**src/rtl/latch_bank_arbiter_pkg.sv**
```systemverilog
// Shared definitions for the two-requester latch-bank write arbiter:
// state encoding, default sizes and small helper functions.
package latch_arb_pkg;

    localparam int WIDTH_DEF = 4;
    localparam int DEPTH     = 4;
    localparam int AW        = 2;

    typedef enum logic [2:0] {
        IDLE  = 3'd0,
        SETUP = 3'd1,
        PULSE = 3'd2,
        HOLD  = 3'd3,
        ACK   = 3'd4
    } state_t;

    function automatic logic [DEPTH-1:0] onehot(input logic [AW-1:0] a);
        logic [DEPTH-1:0] v;
        v    = '0;
        v[a] = 1'b1;
        return v;
    endfunction

    // On a tie the requester that was not granted last wins.
    function automatic logic rr_pick(input logic [1:0] req, input logic last);
        if (req == 2'b11) begin
            return ~last;
        end
        return req[1];
    endfunction

endpackage

```
**src/rtl/latch_bank_arbiter_if.sv**
```systemverilog
// Bundle of the requester, latch-bank and read-port signals of the arbiter.
interface latch_bank_arbiter_if #(
    parameter int WIDTH = latch_arb_pkg::WIDTH_DEF
);
    logic [1:0]                      req;
    logic [latch_arb_pkg::AW-1:0]    addr0;
    logic [latch_arb_pkg::AW-1:0]    addr1;
    logic [WIDTH-1:0]                wdata0;
    logic [WIDTH-1:0]                wdata1;
    logic [1:0]                      ack;
    logic                            busy;
    logic [latch_arb_pkg::DEPTH-1:0] lat_en;
    logic [WIDTH-1:0]                lat_d;
    logic [latch_arb_pkg::AW-1:0]    rd_addr;
    logic [WIDTH-1:0]                rd_data;

    modport master (
        output req, addr0, addr1, wdata0, wdata1, rd_addr,
        input  ack, busy, lat_en, lat_d, rd_data
    );

    modport slave (
        input  req, addr0, addr1, wdata0, wdata1, rd_addr,
        output ack, busy, lat_en, lat_d, rd_data
    );
endinterface

```
**src/rtl/latch_bank_arbiter_latch_word.sv**
```systemverilog
// One WIDTH-bit level-sensitive storage word: transparent while clk is high,
// holding otherwise. No reset value.
module latch_word #(
    parameter int WIDTH = latch_arb_pkg::WIDTH_DEF
) (
    input  logic             clk,
    input  logic [WIDTH-1:0] d,
    output logic [WIDTH-1:0] q
);

    always_latch begin
        if (clk) begin
            q <= d;
        end
    end

endmodule

```
**src/rtl/latch_bank_arbiter.sv**
```systemverilog
// Round-robin arbiter sequencing writes from two requesters into a bank of
// latches through a SETUP/PULSE/HOLD cycle, with a registered read port.
module latch_bank_arbiter
    import latch_arb_pkg::*;
#(
    parameter int WIDTH = WIDTH_DEF
) (
    input  logic              clk,
    input  logic              rst,
    latch_bank_arbiter_if.slave bus
);

    state_t           r_state;
    logic             r_owner;
    logic             r_last;
    logic [AW-1:0]    r_addr;
    logic [1:0]       r_ack;
    logic             r_busy;
    logic [DEPTH-1:0] r_lat_en;
    logic [WIDTH-1:0] r_lat_d;
    logic [WIDTH-1:0] r_rd_data;
    logic             w_grant;
    logic [WIDTH-1:0] w_bank [DEPTH];

    assign w_grant = rr_pick(bus.req, r_last);

    // r_lat_d doubles as the captured write data; it stays stable until the next grant.
    always_ff @(posedge clk) begin
        if (rst) begin
            r_state  <= IDLE;
            r_ack    <= '0;
            r_lat_en <= '0;
            r_busy   <= 1'b0;
            r_lat_d  <= '0;
            r_last   <= 1'b1;
        end else begin
            case (r_state)
                IDLE: begin
                    if (|bus.req) begin
                        r_owner <= w_grant;
                        r_last  <= w_grant;
                        r_addr  <= w_grant ? bus.addr1 : bus.addr0;
                        r_lat_d <= w_grant ? bus.wdata1 : bus.wdata0;
                        r_busy  <= 1'b1;
                        r_state <= SETUP;
                    end
                end
                SETUP: begin
                    r_lat_en <= onehot(r_addr);
                    r_state  <= PULSE;
                end
                PULSE: begin
                    r_lat_en <= '0;
                    r_state  <= HOLD;
                end
                HOLD: begin
                    r_ack   <= r_owner ? 2'b10 : 2'b01;
                    r_state <= ACK;
                end
                ACK: begin
                    r_ack   <= '0;
                    r_busy  <= 1'b0;
                    r_state <= IDLE;
                end
                default: begin
                    r_ack    <= '0;
                    r_lat_en <= '0;
                    r_busy   <= 1'b0;
                    r_state  <= IDLE;
                end
            endcase
        end
    end

    for (genvar i = 0; i < DEPTH; i++) begin : g_bank
        latch_word #(.WIDTH(WIDTH)) u_word (
            .clk (r_lat_en[i]),
            .d   (r_lat_d),
            .q   (w_bank[i])
        );
    end

    // The latch opens only after the edge ending SETUP, so reads return the new
    // value from the edge ending PULSE onward.
    always_ff @(posedge clk) begin
        if (rst) begin
            r_rd_data <= '0;
        end else begin
            r_rd_data <= w_bank[bus.rd_addr];
        end
    end

    assign bus.ack     = r_ack;
    assign bus.busy    = r_busy;
    assign bus.lat_en  = r_lat_en;
    assign bus.lat_d   = r_lat_d;
    assign bus.rd_data = r_rd_data;

endmodule

```
**src/flat_wrapper.sv**
```systemverilog
// flat-port wrapper written by rule: the top's interface ports become plain ports
module latch_bank_arbiter_flat import latch_arb_pkg::*;
#(
    parameter int WIDTH = WIDTH_DEF
)
  (clk, rst, bus_req, bus_addr0, bus_addr1, bus_wdata0, bus_wdata1, bus_rd_addr, bus_ack, bus_busy, bus_lat_en, bus_lat_d, bus_rd_data);
  latch_bank_arbiter_if #(.WIDTH(WIDTH)) bus_i ();
  input  logic clk;
  input  logic rst;
  input wire logic [$bits(bus_i.req)-1:0] bus_req;
  input wire logic [$bits(bus_i.addr0)-1:0] bus_addr0;
  input wire logic [$bits(bus_i.addr1)-1:0] bus_addr1;
  input wire logic [$bits(bus_i.wdata0)-1:0] bus_wdata0;
  input wire logic [$bits(bus_i.wdata1)-1:0] bus_wdata1;
  input wire logic [$bits(bus_i.rd_addr)-1:0] bus_rd_addr;
  output wire logic [$bits(bus_i.ack)-1:0] bus_ack;
  output wire logic [$bits(bus_i.busy)-1:0] bus_busy;
  output wire logic [$bits(bus_i.lat_en)-1:0] bus_lat_en;
  output wire logic [$bits(bus_i.lat_d)-1:0] bus_lat_d;
  output wire logic [$bits(bus_i.rd_data)-1:0] bus_rd_data;
  assign bus_i.req = bus_req;
  assign bus_i.addr0 = bus_addr0;
  assign bus_i.addr1 = bus_addr1;
  assign bus_i.wdata0 = bus_wdata0;
  assign bus_i.wdata1 = bus_wdata1;
  assign bus_i.rd_addr = bus_rd_addr;
  assign bus_ack = bus_i.ack;
  assign bus_busy = bus_i.busy;
  assign bus_lat_en = bus_i.lat_en;
  assign bus_lat_d = bus_i.lat_d;
  assign bus_rd_data = bus_i.rd_data;
  latch_bank_arbiter #(.WIDTH(WIDTH)) u_core (.clk(clk), .rst(rst), .bus(bus_i));
endmodule
```
**config.mk**
```make
export PLATFORM = sky130hd
export DESIGN_NAME = latch_bank_arbiter_flat
export DESIGN_NICKNAME = d
export VERILOG_FILES = /design/src/rtl/latch_bank_arbiter_pkg.sv /design/src/rtl/latch_bank_arbiter_if.sv /design/src/rtl/latch_bank_arbiter_latch_word.sv /design/src/rtl/latch_bank_arbiter.sv /design/src/flat_wrapper.sv
export SDC_FILE = /design/constraint.sdc
export NUM_CORES = 1
export LEC_CHECK = 0
export CAP_MARGIN = 25
export CORE_UTILIZATION = 49
export DETAILED_ROUTE_END_ITERATION = 6
export PLACE_DENSITY_LB_ADDON = 0.2
export SETUP_SLACK_MARGIN = 0.5
export SYNTH_ARGS = -nofsm -noshare
export SYNTH_HDL_FRONTEND = slang
export SYNTH_HIERARCHICAL = 1
export SYNTH_SLANG_ARGS = --single-unit
```
**constraint.sdc**
```tcl
create_clock -name clk -period 2.2 [get_ports clk]
set_input_delay 0.22 -clock clk [delete_from_list [all_inputs] [get_ports clk]]
set_output_delay 0.22 -clock clk [all_outputs]
set_load 0.005 [all_outputs]
```
==> flow_summary.yaml, run 1 <==
status:
  run_status: "finished, final reports clean"
synth:
  synth-xor-area-share: 0.00730
  ys_top_cells_by_area: "dfxtp_1 32%, dlxtp_1 20%, edfxtp_1 7.5%"
  yosys.area.top_type: "dfxtp_1"
  ys_async_sr_fraction: 0
  synthMuxAreaShare: 0.0938
  yosysTopAreaCellShare: 0.317
  ys_types: 33
  syn_inst: 102
  synth_common_cells: "19 x dfxtp_1, 16 x dlxtp_1, 6 x nand2_1"
  synth_seq_cells: 38
  synth_fa_ha_area_frac: 0
  synth_edf_count: 3
  synthMostInstantiatedCell: "dfxtp_1"
  yosysWarnings: 6
  synth_area_sq_um: 1200
  syn_area_per_cell_sq_um: 11.8
  synth_compound_area_frac: 0.131
  synth_flop_cell: "dfxtp_1"
  synth_top_family_by_area: "compound AO/OA/AOI/OAI gates"
  yosys.area_share.simple: 0.127
  syn_nets: 120
hold_path:
  min_to: "u_core/bus.busy"
  hold_path_depth: 2
  hp-class: "flip-flop to flip-flop"
  hp-start: "u_core/bus.busy"
drt:
  dr.pass1.iters: 5
  vias_per_cell: 5.42
  wire_per_inst_um: 13.6
  postRouteAntennaNets: 0
  dr_total_vias: 873
  drc: 0
  wirelength_um: 2190
  drt_iter0_drc: 6
worst_setup_path:
  worstSetupEndpointType: "primary output"
  cp_max_fo: 6
  criticalPathCategory: "flip-flop to primary output"
  crit_family: "buffers and inverters"
  crit_path_top_delay_cell: "clkdlybuf4s50_1"
  cp_data_arrival_time_ns: 1.32
  cp-start-kind: "flip-flop"
  crit_chain: "clkdlybuf4s50_1"
  cp.required_ns: 1.98
  r2r_setup_slack_ns: 0.77
  reg2reg_from: "u_core/r_state[0]"
  critPathMaxStageDelay_ns: 0.54
  r2r_end: "u_core/r_addr[0]"
  crit_buf_inv: 1
  r2r_cells: 2
clocking:
  cts_tree: "done"
  cts_max_level: 1
  holdBufCountCts: 0
  path_clk_slew_ns: 0.13
  clk_latency_ns: 0.31
  ctsRootBufferMaster: "clkbuf_4"
  cts_buffers: 3
  clock_path_buffers: 2
  postCtsSetupBuffers: 0
  ctsResizeCount: 0
die:
  pin_count: 33
  die_w_um: 51.5
  die_h_um: 51.5
  placementRows: 17
  dieArea_sq_um: 2650
  core_sq_um: 2250
  start_util: 0.532
sta:
  untimed_endpoints: 16
  grt_setup_unrepaired: "false"
  unclocked_regs: 16
  fin_skew_ns: 0.0119
  tightest_slew_ns: 0.488
  setup_viol_count_final: 0
  hold_viol_final: 0
  finalCritPeriodShare: 0.698
  fmax_ghz: 0.651
  finalMaxSlewViolations: 0
  fin_crit_ns: 1.54
  max_slew_margin: 0.674
  fin_tns_setup_ns: 0
flow_run:
  cap_viol_max_count: 0
pwr:
  p_total_mw: 1.01
  leakage_nw: 0.599
  p_per_area_nw_per_um2: 647
  ir_drop_mv: 0.546
placed_design:
  io_buffers: 32
  dp_hpwl_um: 1690
  gp_congestion: 0.746
  dp.cells: 157
grt:
  grt_max_degree: 14
  grtUsageTotal: 0.199
  grt_overflow: 0
  grt_pass1_wl_um: 3910
  antenna_found_initial: 0
  grt_pass1_vias: 920
layout:
  finalNetCount: 152
  fin_cells: 161
  num-fill-cells: 189
  drive_gt1_frac: 0.113
  num_antenna_cells: 0
  utilization: 0.696
  syn_to_final_growth_pct: 30.8
[cell families (layout without fill, tap and decap cells)]
kind of cell / count (synthesis) / in the layout
latches: 16 / 16
compound gates: 20 / 20
xor+xnor: 1 / 1
buf+inv: 10 / 41
mux: 6 / 6
flops: 22 / 22
simple gates: 27 / 27
[final cells by class]
cell class	instances	area, sq um	share of cell area
Sequential cell	38	711	0.453
Multi-Input combinational cell	54	432	0.275
Timing Repair Buffer	32	320	0.204
Tap cell	28	35.0	0.0223
Clock inverter	1	30.0	0.0191
Clock buffer	3	22.5	0.0144
Inverter	5	18.8	0.0120
[stage by stage]
stage | hold slack (ns) | cell area (sq um) | setup slack [ns]
after floorplan | 0.388 | 1200 | 0.791
after global placement | 0.450 | 1520 | 0.464
after detailed placement | 0.449 | 1520 | 0.413
after CTS | 0.465 | 1570 | 0.625
after global routing | 0.480 | 1570 | 0.589
final | 0.460 | 1570 | 0.664
[cell usage in the layout (no fill, tap or decap), types with 4 or more instances in the layout]
master           netlist  final
o22ai_1                4      4
dlxtp_1               16     16
o221a_1                4      4
nor2b_1                4      4
nor2_1                 5      5
inv_1                  5      5
nand2_1                6      6
clkdlybuf4s50_1        0     32
dfxtp_1               19     19
mux4_2                 4      4
[state kept, by name, indices dropped and copies added, names as in the netlist]
register	cells
u_core/bus.lat_d	4
u_core/bus.lat_en	4
u_core/bus.busy	1
u_core/r_owner	1
u_core/bus.ack	2
u_core/r_state	3
u_core/g_bank.u_word/q	16
u_core/r_addr	2
u_core/r_last	1
u_core/bus.rd_data	4
[routing by layer]
metal	up-vias	wire, um	track usage
li1	430	-	-
met1	416	941	0.228
met2	27	1160	0.357
met3	0	90	0.0387
met4	0	0	0.0811
met5	-	0	0
[report_power, final]
| part | total [mW] | leakage, nW | internal, mW | switching [mW] |
|---|---|---|---|---|
| Sequential | 0.516 | 0.306 | 0.470 | 0.0467 |
| Clock | 0.304 | 0.0279 | 0.184 | 0.120 |
| Combinational | 0.195 | 0.266 | 0.122 | 0.0724 |
| Total | 1.01 | 0.599 | 0.776 | 0.239 |
[how the worst max path moves through the flow]
stage / end / depth (start not counted) / startpoint / slack [ns]
after floorplan: u_core/r_addr[0] / 4 / u_core/r_state[0] / 0.79
final: bus_lat_en[1] / 1 / u_core/bus.lat_en[1] / 0.66
after global placement: u_core/r_addr[0] / 3 / bus_req[1] / 0.46
after CTS: bus_lat_en[1] / 1 / u_core/bus.lat_en[1] / 0.63
after global routing: bus_lat_en[1] / 1 / u_core/bus.lat_en[1] / 0.59
after detailed placement: u_core/bus.lat_en[3] / 4 / rst / 0.41
Power figures use the tool's default switching activity.
==> run 2, diff against run 1 <==
--- a/config.mk
+++ b/config.mk
@@ -6,7 +6,7 @@
 export NUM_CORES = 1
 export LEC_CHECK = 0
 export CAP_MARGIN = 25
-export CORE_UTILIZATION = 49
+export CORE_UTILIZATION = 45
 export DETAILED_ROUTE_END_ITERATION = 6
 export PLACE_DENSITY_LB_ADDON = 0.2
 export SETUP_SLACK_MARGIN = 0.5
==> constraint.sdc (replaced) <==
create_clock -name clk -period 1.5 [get_ports clk]
set_input_delay 0.15 -clock clk [delete_from_list [all_inputs] [get_ports clk]]
set_output_delay 0.15 -clock clk [all_outputs]
set_load 0.005 [all_outputs]
==> run 2 against run 1 <==
  * Global-route usage is 2.5 points higher
  * Sequential cell count is the same
  * Count of clock-buffer cells in the layout rose by 1
  * Routed wire length rose by 34%
  * Sequential share of layout area fell by 2.8 points
  * Non-clock buffer count grew 19
  * Power increased by 53%
  * Via count up 10%
  * Cell area grew 14%
  * Final cell count is 13% higher
  * Register-to-register slack lost 0.51 ns
  * Setup slack lost 0.41 ns
  * Critical endpoint is now u_core/r_addr[0]
  * Largest cell class unchanged
==> flow_summary.yaml, run 2 (synthesis results as in run 1) <==
status:
  run_status: "finished, final reports clean"
sta:
  fin_skew_ns: 0.00235
  fmax_ghz: 0.805
  fin_crit_ns: 1.24
  fin_tns_setup_ns: 0
  tightest_slew_ns: 0.385
  finalWorstSetupSlack_ns: 0.258
  untimed_endpoints: 16
  hold_viol_final: 0
  setup_viol_count_final: 0
  finalCritPeriodShare: 0.828
  unclocked_regs: 16
  finalMaxSlewViolations: 0
  max_slew_margin: 0.743
  grt_setup_unrepaired: "true"
pwr:
  ir_drop_mv: 0.617
  p_per_area_nw_per_um2: 870
  p_total_mw: 1.55
  leakage_nw: 0.766
grt:
  grt_pass1_wl_um: 4380
  antenna_found_initial: 0
  grt_overflow: 0
  grtUsageTotal: 0.224
  grt_max_degree: 14
  grt_pass1_vias: 915
placed_design:
  gp_congestion: 0.721
  dp_hpwl_um: 1750
  io_buffers: 32
  place_ws_ns: -0.0700
  place_area_sq_um: 1590
worst_setup_path:
  r2r_cells: 2
  r2r_end: "u_core/r_addr[0]"
  worstSetupEndpointType: "flip-flop"
  cp.required_ns: 1.55
  reg2reg_from: "u_core/r_state[0]"
  cp_data_arrival_time_ns: 1.29
  cp_max_fo: 6
  r2r_setup_slack_ns: 0.26
  criticalPathCategory: "flip-flop to flip-flop"
  cp-start-kind: "flip-flop"
layout:
  regMostFlops: "u_core/g_bank.u_word/q"
  utilization: 0.714
  drive_gt1_frac: 0.513
  stdcell_area_sq_um: 1790
  mostFrequentLayoutCell: "buf_4"
  finalNetCount: 171
  final_cell_mix: "17 x buf_4, 16 x dlxtp_1, 13 x clkdlybuf4s50_1"
  num_antenna_cells: 0
  largest_register_ffs: 16
  syn_to_final_growth_pct: 48.8
drt:
  drc: 0
  wl_met2_um: 1490
  vias_per_cell: 5.29
  dr.pass1.iters: 4
  top_layer_used: "met4"
  postRouteAntennaNets: 0
  wire_per_inst_um: 16.2
  wirelength_um: 2940
  met3_length_um: 131
  drt_iter0_drc: 13
  wl_met1_um: 1280
  dr_total_vias: 962
flow_run:
  cap_viol_max_count: 0
die:
  die_h_um: 53.6
  die_w_um: 53.6
  start_util: 0.480
  placementRows: 18
  core_sq_um: 2500
  dieArea_sq_um: 2880
  pin_count: 33
clocking:
  holdBufCountCts: 0
  cts_tree: "done"
  cts_buffers: 3
  ctsRootBufferMaster: "clkbuf_4"
  cts_max_level: 1
  path_clk_slew_ns: 0.13
  clock_path_buffers: 2
  clk_latency_ns: 0.32
hold_path:
  hp-class: "primary input to flip-flop"
  hp-start: "bus_req[0]"
  hold_path_depth: 3
  min_to: "u_core/r_state[0]"
[run 2: worst max-delay path, cell delays in order (launching register included)]
cell	delay (ns)
dfxtp_4	0.39
or3_4	0.45
nor2_4	0.13
[run 2: per-layer routing]
| layer | GRT usage | vias up |
|---|---|---|
| met3 | 0.0424 | 4 |
| met2 | 0.381 | 30 |
| li1 | - | 463 |
| met4 | 0.0965 | 0 |
| met1 | 0.274 | 465 |
| met5 | 0 | - |
[run 2: worst max path at each step]
stage,start,endpoint,slack [ns],cells after the start
after floorplan,u_core/r_state[0],u_core/r_addr[0],0.19,4
after global placement,bus_rd_addr[0],u_core/bus.rd_data[0],-0.05,3
after detailed placement,bus_rd_addr[0],u_core/bus.rd_data[1],-0.07,3
after CTS,u_core/r_state[2],u_core/bus.lat_d[1],0.29,3
after global routing,u_core/r_state[0],u_core/bus.lat_d[2],0.23,3
final,u_core/r_state[0],u_core/r_addr[0],0.26,2
[run 2: repair_timing]
item,4_1_cts,5_1_grt
setup buffers,13,0
endpoints found under the setup margin,38,22
pin swaps,4,6
cloned,0,0
gates resized for setup,84,17
[run 2: power by group]
part | switching (mW) | internal, mW
combinational | 0.181 | 0.227
sequential | 0.0530 | 0.695
clock | 0.194 | 0.204
total | 0.428 | 1.13
[run 2: final cells by class]
class | instances | area [sq um]
Multi-Input combinational cell | 54 | 532
Fill cell | 192 | 714
Clock buffer | 4 | 47.5
Inverter | 5 | 18.8
Timing Repair Buffer | 51 | 390
Tap cell | 30 | 37.5
Sequential cell | 38 | 759
[run 2: stage by stage]
stage | std cells | hold slack [ns]
floorplan | 102 | 0.318
global placement | 165 | 0.431
detailed placement | 165 | 0.440
CTS | 182 | 0.372
global route | 182 | 0.424
finish | 182 | 0.383
==> run 3, diff against run 2 <==
--- a/config.mk
+++ b/config.mk
@@ -6,7 +6,7 @@
 export NUM_CORES = 1
 export LEC_CHECK = 0
 export CAP_MARGIN = 25
-export CORE_UTILIZATION = 45
+export CORE_UTILIZATION = 41
 export DETAILED_ROUTE_END_ITERATION = 6
 export PLACE_DENSITY_LB_ADDON = 0.2
 export SETUP_SLACK_MARGIN = 0.5
==> constraint.sdc (replaced) <==
create_clock -name clk -period 1.11 [get_ports clk]
set_input_delay 0.111 -clock clk [delete_from_list [all_inputs] [get_ports clk]]
set_output_delay 0.111 -clock clk [all_outputs]
set_load 0.005 [all_outputs]
==> run 3 against run 2 <==
  * The flow now finishes with violations (setup timing)
  * Clock power down 3%
  * Register-to-register slack worse by 0.38 ns
  * Critical path depth unchanged
  * Count of clock-buffer cells in the layout stayed put
  * Power grew 35%
  * Combinational power rose by 72%
  * Highest routed layer unchanged
  * Clock skew grew 0.0019 ns
==> flow_summary.yaml, run 3 (synthesis results as in run 1) <==
layout:
  largest_register_ffs: 16
  regMostFlops: "u_core/g_bank.u_word/q"
  final_cell_mix: "20 x buf_4, 16 x dlxtp_1, 12 x clkdlybuf4s50_1"
  num-fill-cells: 209
  mostFrequentLayoutCell: "buf_4"
  drive_gt1_frac: 0.576
  finalNetCount: 177
  syn_to_final_growth_pct: 58.1
  num_antenna_cells: 0
pwr:
  ir_drop_mv: 0.826
  p_total_mw: 2.10
  leakage_nw: 0.816
  p_per_area_nw_per_um2: 1110
placed_design:
  place_ws_ns: -0.439
  gp_congestion: 0.797
  io_buffers: 32
  dp_hpwl_um: 2160
sta:
  fin_tns_setup_ns: -0.928
  fin_crit_ns: 1.23
  unclocked_regs: 16
  max_slew_margin: 0.787
  fmax_ghz: 0.814
  untimed_endpoints: 16
  finalWorstSetupSlack_ns: -0.118
  fin_skew_ns: 0.00424
  setup_viol_count_final: 12
  grt_setup_unrepaired: "true"
  whs_ns: 0.232
  tightest_slew_ns: 0.319
  finalCritPeriodShare: 1.11
  finalMaxSlewViolations: 0
  hold_viol_final: 0
worst_setup_path:
  cp_max_fo: 6
  cp-start-kind: "flip-flop"
  criticalPathCategory: "flip-flop to flip-flop"
  cp.required_ns: 1.14
  r2r_setup_slack_ns: -0.12
  worstSetupEndpointType: "flip-flop"
  cp_data_arrival_time_ns: 1.26
grt:
  grtUsageTotal: 0.190
  antenna_found_initial: 0
  grt_max_degree: 13
  grt_pass1_wl_um: 4600
  grt_overflow: 0
  grt_pass1_vias: 983
drt:
  drt_iter0_drc: 1
  drc: 0
  vias_per_cell: 5.13
  wire_per_inst_um: 14.7
  dr_total_vias: 970
  postRouteAntennaNets: 0
  dr.pass1.iters: 3
  wirelength_um: 2770
status:
  run_status: "complete, but fails checks"
  violations: "setup timing"
die:
  placementRows: 19
  dieArea_sq_um: 3150
  die_w_um: 56.1
  start_util: 0.435
  die_h_um: 56.1
  core_sq_um: 2760
  pin_count: 33
clocking:
  cts_max_level: 1
  clock_path_buffers: 2
  path_clk_slew_ns: 0.13
  ctsRootBufferMaster: "clkbuf_4"
  cts_buffers: 3
  clk_latency_ns: 0.30
  cts_tree: "done"
hold_path:
  hp-class: "primary input to flip-flop"
flow_run:
  cap_viol_max_count: 0
==> run 3: cell types whose count changed in the layout (fill, tap and decap cells not counted), moves of 3 or more <==
cell,previous run,this run
dfxtp_4,11,4
clkbuf_2,4,0
dfxtp_2,6,11
buf_6,2,8
buf_4,17,20
==> run 3: repair_timing <==
| item | 4_1_cts | 5_1_grt |
|---|---|---|
| hold endpoints to repair | 0 | 0 |
| hold buffers | 0 | 0 |
| buffers inserted | 3 | 2 |
| gates resized for setup | 107 | 16 |
| pin swaps | 9 | 6 |
| endpoints found under the setup margin | 40 | 40 |
==> run 3: path summary, 6_finish.rpt <==
| kind | depth (start not counted) | endpoint | startpoint |
|---|---|---|---|
| max | 2 | u_core/r_addr[1] | u_core/r_state[0] |
| min | 3 | u_core/bus.rd_data[2] | bus_rd_addr[0] |
| min reg2reg | 2 | u_core/bus.busy | u_core/bus.busy |
| max reg2reg | 2 | u_core/r_addr[1] | u_core/r_state[0] |
==> run 3: layout make-up <==
type	instances	area, sq um	share of cell area
tap	31	38.8	0.0204
clock buffer	4	26.3	0.0139
multi-input combinational	54	586	0.309
sequential	38	739	0.390
timing repair buffer	57	488	0.257
inverter	5	18.8	0.00989
==> run 3: routing by layer <==
| metal | wire [um] | track usage |
|---|---|---|
| met3 | 99 | 0.0256 |
| met2 | 1500 | 0.349 |
| met5 | 0 | 0 |
| met4 | 20 | 0.0523 |
| met1 | 1150 | 0.232 |
==> run 3: metrics by stage <==
step	instance area (sq um)	util	cells
finish	1900	0.688	189
detailed placement	1710	0.622	180
floorplan	1250	-	102
CTS	1800	0.653	187
global placement	1710	0.622	180
global route	1900	0.688	189
==> run 3: power by group <==
part | leakage (nW) | switching (mW) | internal, mW
combinational | 0.489 | 0.295 | 0.407
sequential | 0.312 | 0.0666 | 0.943
clock | 0.0150 | 0.248 | 0.140
total | 0.816 | 0.610 | 1.49
==> run 3: critical path: stages (launching register included) <==
cell     delay [ns]
dfxtp_4        0.38
or3_4          0.44
nor2_4         0.14
==> variant, RTL diff (flow settings as in run 1) <==
Set the package constant `WIDTH_DEF` to 6 (it was 4).
--- a/src/rtl/latch_bank_arbiter_pkg.sv
+++ b/src/rtl/latch_bank_arbiter_pkg.sv
@@ -2,7 +2,7 @@
 // state encoding, default sizes and small helper functions.
 package latch_arb_pkg;
 
-    localparam int WIDTH_DEF = 4;
+    localparam int WIDTH_DEF = 6;
     localparam int DEPTH     = 4;
     localparam int AW        = 2;
 
Ports: changed (resized bus_lat_d, bus_rd_data, bus_wdata0 and bus_wdata1); port bits go from 33 to 41. The function was not compared with the original's and may differ.
==> variant against run 1 <==
Via count up 34%; critical path type unchanged; area after synthesis up 30%; wire length up 42%; sequential cell count up 12; final area up 31%; final cell count up 40%; worst setup slack worse by 0.079 ns; power up 18%.
==> variant: results <==
set metrics [dict create \
    route.vias.total 1173 \
    h-tree-depth 1 \
    first_global_vias 1126 \
    ys.flop_type "dlxtp_1" \
    cp.arrival_ns 1.39 \
    syn_nets 164 \
    via_per_inst 5.21 \
    clock_tree.buffer_depth 2 \
    place_ws_ns 0.354 \
    unclocked_regs 24 \
    yosys-top-cells-count "dlxtp_1 (24), dfxtp_1 (23), inv_1 (13)" \
    clk_pin_slew_worst_paths_ns 0.14 \
    synth-edff-count 3 \
    cp_max_fo 9 \
    first_pass_iters 4 \
    hp-class "primary input to flip-flop" \
    cpPeakStageDelay_ns 0.56 \
    vdd_drop_max_uv 482 \
    finClkSkew_ns 0.00656 \
    drt_iter0_drc 35 \
    grt_pass1_wl_um 5000 \
    place_inst 221 \
    drive_gt1_frac 0.110 \
    antenna_cells 0 \
    yosys-top-cells-area "dfxtp_1 (30%), dlxtp_1 (23%), mux4_2 (8.7%)" \
    dp_hpwl_um 2260 \
    largest_reg_flops 24 \
    root_buffer "clkbuf_4" \
    synth_top_area_frac 0.296 \
    path_delay_family "buffers and inverters" \
    layout.nets 204 \
    p_leak_nw 0.820 \
    ys_types 31 \
    synth-warning-count 6 \
    cpMaxStageDelayCell "clkdlybuf4s50_1" \
    antenna_found_initial 0 \
    synth.avg_cell_area_um2 10.9 \
    grt_usage 0.195 \
    untimed_endpoints 24 \
    clock_latency_ns 0.32 \
    fillerInstances 245 \
    status "completed" \
    gp_congestion 0.733 \
    max-slew-margin-rel 0.705 \
    wl_per_cell_um 13.8 \
    grt_max_degree 20 \
    port-buffer-count 40 \
]
variant: cell types whose count changed after synthesis, moves of 3 or more:
cell,before,now
a21oi_1,3,6
and2_1,0,4
nand2b_1,1,6
a222oi_1,0,5
dlxtp_1,16,24
inv_1,5,13
o21ai_0,1,4
clkbuf_1,1,5
o22ai_1,4,0
dfxtp_1,19,23
nor2b_1,4,8
o221a_1,4,0
variant: routing by layer:
metal	track usage	part of all wire	wire length, um	vias to the layer above
met5	0	0	0	-
met4	0.0442	0.0074	23	0
met3	0.0440	0.048	149	4
met2	0.369	0.54	1670	34
met1	0.222	0.41	1270	570
li1	-	-	-	565
variant: cell families (layout without fill, tap and decap cells):
| logic type | after synthesis | count (layout) | synth area share |
|---|---|---|---|
| AOI/OAI and AO/OA | 19 | 19 | 0.0854 |
| xor gates and xnor gates | 1 | 1 | 0.00564 |
| buffers and inverters | 20 | 59 | 0.0539 |
| DFF | 26 | 26 | 0.354 |
| latches | 24 | 24 | 0.232 |
| muxes | 8 | 8 | 0.101 |
| and+or+nand+nor | 44 | 44 | 0.167 |
variant: area by class of cell:
cell class	count	area, um2	share of cell area
sequential	50	913	0.445
tap	44	55.1	0.0268
clock inverter	1	30.0	0.0146
timing repair buffer	42	415	0.202
multi-input combinational	72	569	0.277
clock buffer	3	22.5	0.0110
inverter	13	48.8	0.0238
variant: what timing repair did:
item                       CTS  global route
resized for setup            2             2
hold buffers                 0             0
setup endpoints to repair    1             3
hold endpoints to repair     0             0
pin swaps                    0             1
variant: final timing paths:
check                               startpoint                               end  slack (ns)  depth (start not counted)
max          u_core/bus.lat_en[0]$_SDFFE_PP0N_                     bus_lat_en[0]        0.59                          1
min                              bus_wdata1[3]  u_core/bus.lat_d[3]$_SDFFE_PP0P_        0.43                          3
max reg2reg     u_core/r_state[2]$_SDFFE_PP0P_  u_core/bus.lat_d[2]$_SDFFE_PP0P_        0.60                          3
min reg2reg     u_core/bus.ack[1]$_SDFFE_PP0N_    u_core/bus.ack[1]$_SDFFE_PP0N_        0.46                          2
variant: stage by stage:
step | util | power [mW] | area, um2 | hold slack (ns)
final | 0.679 | 1.20 | 2050 | 0.427
after global routing | 0.679 | 1.26 | 2050 | 0.426
after CTS | 0.678 | 1.21 | 2050 | 0.420
after detailed placement | 0.657 | 0.880 | 1990 | 0.444
after global placement | 0.657 | 0.867 | 1990 | 0.436
after floorplan | - | 0.737 | 1550 | 0.362
variant: power by group:
group,internal (mW),switching [mW]
registers,0.563,0.0555
logic,0.153,0.103
clock network,0.184,0.143
